$ cat src/rtl/branch_resolve_ctrl.sv
// rtl/branch_resolve_ctrl.sv - ID-stage conditional branch sequencing, redirect and statistics
module branch_resolve_ctrl #(
  parameter int CNT_W = 32
) (
  input  logic             clk,
  input  logic             resetn,
  input  logic             br_valid,
  input  logic [2:0]       br_op,
  input  logic [31:0]      br_target,
  input  logic             opnd_ready,
  input  logic             ds_valid,
  input  logic             flush,
  input  logic             cmp_result,
  output logic [2:0]       cmp_op,
  output logic             id_stall,
  output logic             redirect_valid,
  output logic [31:0]      redirect_pc,
  output logic             illegal_op,
  output logic [CNT_W-1:0] branch_cnt,
  output logic [CNT_W-1:0] taken_cnt
);

  typedef enum logic [1:0] {IDLE, WAIT_OPND, WAIT_DS} state_t;

  state_t      state;
  logic [2:0]  held_op;
  logic [31:0] held_target;
  logic        in_idle;
  logic        in_wait_opnd;
  logic        op_legal;
  logic        resolve;
  logic [31:0] cur_target;

  always_comb begin
    in_idle      = (state == IDLE);
    in_wait_opnd = (state == WAIT_OPND);
    op_legal     = (br_op <= 3'd5);
    resolve      = (in_idle & br_valid & op_legal & opnd_ready) | (in_wait_opnd & opnd_ready);
    cur_target   = in_idle ? br_target : held_target;
    cmp_op       = resetn ? (in_idle ? br_op : held_op) : 3'd0;
    // The branch leaves ID on its resolve cycle, so only unresolved operands hold it.
    id_stall     = resetn & ~flush &
                   ((in_idle & br_valid & op_legal & ~opnd_ready) | (in_wait_opnd & ~opnd_ready));
  end

  always_ff @(posedge clk or negedge resetn) begin
    if (!resetn) begin
      state          <= IDLE;
      held_op        <= 3'd0;
      held_target    <= 32'd0;
      redirect_valid <= 1'b0;
      redirect_pc    <= 32'd0;
      illegal_op     <= 1'b0;
      branch_cnt     <= '0;
      taken_cnt      <= '0;
    end else begin
      redirect_valid <= 1'b0;
      illegal_op     <= 1'b0;
      if (flush) begin
        state <= IDLE;
      end else if (resolve) begin
        branch_cnt <= branch_cnt + CNT_W'(1);
        if (in_idle) begin
          held_op <= br_op;
        end
        if (cmp_result) begin
          taken_cnt <= taken_cnt + CNT_W'(1);
          if (ds_valid) begin
            redirect_valid <= 1'b1;
            redirect_pc    <= cur_target;
            state          <= IDLE;
          end else begin
            held_target <= cur_target;
            state       <= WAIT_DS;
          end
        end else begin
          state <= IDLE;
        end
      end else begin
        case (state)
          IDLE: begin
            if (br_valid && !op_legal) begin
              illegal_op <= 1'b1;
            end else if (br_valid) begin
              held_op     <= br_op;
              held_target <= br_target;
              state       <= WAIT_OPND;
            end
          end
          WAIT_OPND: state <= WAIT_OPND;
          WAIT_DS: begin
            if (ds_valid) begin
              redirect_valid <= 1'b1;
              redirect_pc    <= held_target;
              state          <= IDLE;
            end
          end
          default: state <= IDLE;
        endcase
      end
    end
  end

endmodule

$ cat config.mk
export PLATFORM = sky130hd
export DESIGN_NAME = branch_resolve_ctrl
export DESIGN_NICKNAME = d
export VERILOG_FILES = /design/src/rtl/branch_resolve_ctrl.sv
export SDC_FILE = /design/constraint.sdc
export NUM_CORES = 1
export LEC_CHECK = 0
export CORE_AREA = 2 2 146 148
export CTS_BUF_LIST = sky130_fd_sc_hd__clkbuf_16
export CTS_CLUSTER_SIZE = 20
export DETAILED_ROUTE_END_ITERATION = 10
export DIE_AREA = 0 0 148 150
export PLACE_DENSITY = 0.59
export SYNTH_ARGS = -nofsm -noshare
export SYNTH_HDL_FRONTEND = slang
export SYNTH_SLANG_ARGS = --single-unit
$ cat constraint.sdc
create_clock -name clk -period 5.9 [get_ports clk]
set_clock_uncertainty 0.15 [all_clocks]
set_input_delay 0.885 -clock clk [delete_from_list [all_inputs] [get_ports clk]]
set_output_delay 0.885 -clock clk [all_outputs]
set_load 0.01 [all_outputs]
==> impl_metrics.csv <==
group,metric,value,unit
run_status,status,"complete, no violations",
route,wl_met1,6.93,mm
worst_setup_path,crit_path_start_kind,"input pin",
sta,hold_violations,0,
die,ioPinCount,144,
cells_and_area,syn_to_final_growth,37.2,%
synthesis,synth_cells,523,
route,highest_layer,"met5",
synthesis,synth-edff-count,0,
cells_and_area,layout-drive-gt1-share,12.0,%
sta,fin_tns_setup,0,ns
cells_and_area,fin_area,8350,um^2
sta,slew_violations,0,
sta,setup_violations,0,
cells_and_area,finalNonFillerCells,949,
route,wl_met3,1.10,mm
worst_setup_path,r2r-start,"state[1]",
clocking,h-tree-depth,4,
pwr,power_density,336,nW/um^2
global_routing,grt_pass1_wl,24.4,mm
synthesis,netlist_top_cells_area,"dfrtp_1 55%, mux2_2 6.5%, mux2i_1 5.3%",
clocking,post_cts_buffers,0,
pwr,p_comb_share,19.6,%
synthesis,synth-async-reset-ratio,100,%
die,die_y,150,um
route,wire_per_inst,16.1,um
route,vias_per_cell,4.72,
pwr,internal_power,2.06,mW
synthesis,yosysSeqAreaShare,55.5,%
worst_setup_path,r2r_cells,4,
synthesis,yosysWarnings,0,
worst_setup_path,worstPathArrival,3.09,ns
cells_and_area,final_util,40.4,%
pwr,power_frac_clock,37.8,%
clocking,cts_root_buf,"clkbuf_16",
die,dieArea,22200,um^2
clocking,tritoncts,"done",
pwr,peakVddDrop,0.196,mV
pwr,seqPwrFrac,42.7,%
synthesis,ys_seq_elements,135,
sta,rsz0062_at_grt,"false",
pwr,leakagePower,3.66,nW
global_routing,grt_util_all_layers,14.0,%
placement,place_ws,1.81,ns
placement,place_inst,918,
worst_setup_path,r2r_slack,3.13,ns
global_routing,grt.overflow.total,0,
synthesis,syn_area_per_cell,11.6,um^2
synthesis,yosysTopAreaCell,"dfrtp_1",
placement,io_buffers,143,
synthesis,synth.cell_area,6090,um^2
sta,period_share,69.9,%
die,rows,53,
route,firstDrtPassIters,4,
worst_hold_path,min_path_cells,1,
worst_setup_path,reg2reg_to,"held_target[26]",
global_routing,antenna_found_initial,1,
sta,fmax,242,MHz
route,drc,0,
synthesis,ys_types,45,
placement,hpwl,10.8,mm
clocking,ctsResizeCount,0,
clocking,clockBufferDepth,2,
clocking,clk_latency,0.40,ns
clocking,hold_buffers,0,
placement,place.gp.congestion,0.743,
clocking,cts_inserted_buffers,17,
synthesis,synth_top_area_share,55.5,%
global_routing,grt_start_max_net_pins,88,
cells_and_area,diodes,0,
placement,placed_cell_area,7770,um^2
synthesis,syn-num-nets,567,
pwr,p_sw,748,uW
worst_hold_path,hold_end,"taken_cnt[31]",
worst_setup_path,worst-path-max-fanout,6,
die,die_x,148,um
route,detail-route-antenna-nets,0,
route,wl,15.2,mm
worst_hold_path,min_from,"taken_cnt[31]",
synthesis,ys.flop_type,"dfrtp_1",
clocking,clock-sinks,135,
route,vias,4483,
die,core_area,20700,um^2
worst_hold_path,min_path_type,"reg -> reg",
worst_setup_path,critPathRequiredTime,4.87,ns
sta,fin_ws,1.78,ns
die,start_util,29.4,%
sta,min_period,4.12,ns
global_routing,grt_pass1_vias,4458,
pwr,p_sw_share,26.6,%
clocking,path_clk_slew,0.05,ns
sta,whs,0.322,ns
worst_setup_path,end_kind,"output port",
sta,slew-limit-headroom,24.4,%
sta,worst_pin_slew,1.13,ns
run,maxCapViolCount,0,
route,route.met2.wl,7.07,mm
worst_setup_path,worstSetupPathType,"in -> out",
route,drt_iter0_drc,184,
pwr,p_total,2.81,mW
cells_and_area,nets,706,
## power by group through the flow
stage / Clock (mW) / Combinational [mW] / Sequential, mW
CTS: 1.09 / 0.561 / 1.20
global placement: 0 / 0.545 / 1.21
global route: 1.14 / 0.598 / 1.22
detailed placement: 0 / 0.559 / 1.21
finish: 1.06 / 0.550 / 1.20
floorplan: 0 / 0.197 / 1.23
## cells in the mapped netlist, types with 2 or more instances
library cell,n
a21oi_1,2
buf_2,10
nor4_1,13
nor4_2,5
o21ai_0,35
xnor2_1,35
clkbuf_1,9
a211oi_1,2
xor2_1,27
nor3_1,12
nand3_1,24
ha_1,2
nand2b_1,2
and4_1,3
nand2_1,56
o2111ai_1,2
nand4_1,22
nor2_1,10
dfrtp_1,135
mux2_2,35
a21boi_0,4
mux2i_1,32
and3_1,6
mux2_1,2
buf_4,6
and2_1,6
or4_1,2
inv_1,7
## sequential cells by signal, summed over array words and instances (netlist names)
name and flops:
taken_cnt 32, branch_cnt 32, held_target 32, held_op 3
state 2, redirect_pc 32, illegal_op 1, redirect_valid 1
## layer usage
metal	track usage (%)	up-vias
met5	0	-
met4	3.57	2
met3	5.30	11
met2	22.3	121
met1	18.1	2213
li1	-	2136
## worst max path at each step
stage / end / start / slack (ns) / cells past startpoint
final: id_stall / flush / 1.78 / 6
after global routing: id_stall / flush / 1.57 / 6
after CTS: id_stall / flush / 1.78 / 6
after detailed placement: id_stall / flush / 1.81 / 6
after global placement: id_stall / flush / 1.86 / 6
after floorplan: id_stall / flush / 3.08 / 4
## cell families (layout without fill, tap and decap cells)
group	after synthesis	after routing	synth area share, %
and+or+nand+nor	169	169	14.8
muxes	69	69	12.1
adders and majority gates	2	2	0.411
xor gates and xnor gates	62	62	8.92
buffers and inverters	33	184	2.61
DFF	135	135	55.5
AOI/OAI and AO/OA	53	53	5.63
## layout make-up
type                    instances  area [um^2]
clock buffers                  17          425
clock inverters                14          160
fillers                      1996        12300
inverters                       7         26.3
multi-input cells             355         2560
flip-flops and latches        135         3380
well taps                     275          344
repair buffers                146         1460
## cells in the final DEF, fill, tap and decap left out, types with 4 or more instances in the layout
cell	count
a21boi_0	4
and2_1	6
and3_1	6
clkbuf_16	17
clkdlybuf4s50_1	142
dfrtp_1	135
inv_1	8
mux2_2	35
mux2i_1	32
nand2_1	56
nand3_1	23
nand4_1	22
nor2_1	10
nor3_1	12
nor4_1	13
nor4_2	5
o21ai_0	35
xnor2_1	35
xor2_1	27
## worst max-delay path: stages
cell and delay, ns:
clkdlybuf4s50_1 0.51, nor2_2 0.30, a21boi_0 0.43, nor2b_1 0.22, and2_1 0.15, clkdlybuf4s50_1 0.60
Power figures use the tool's default switching activity.
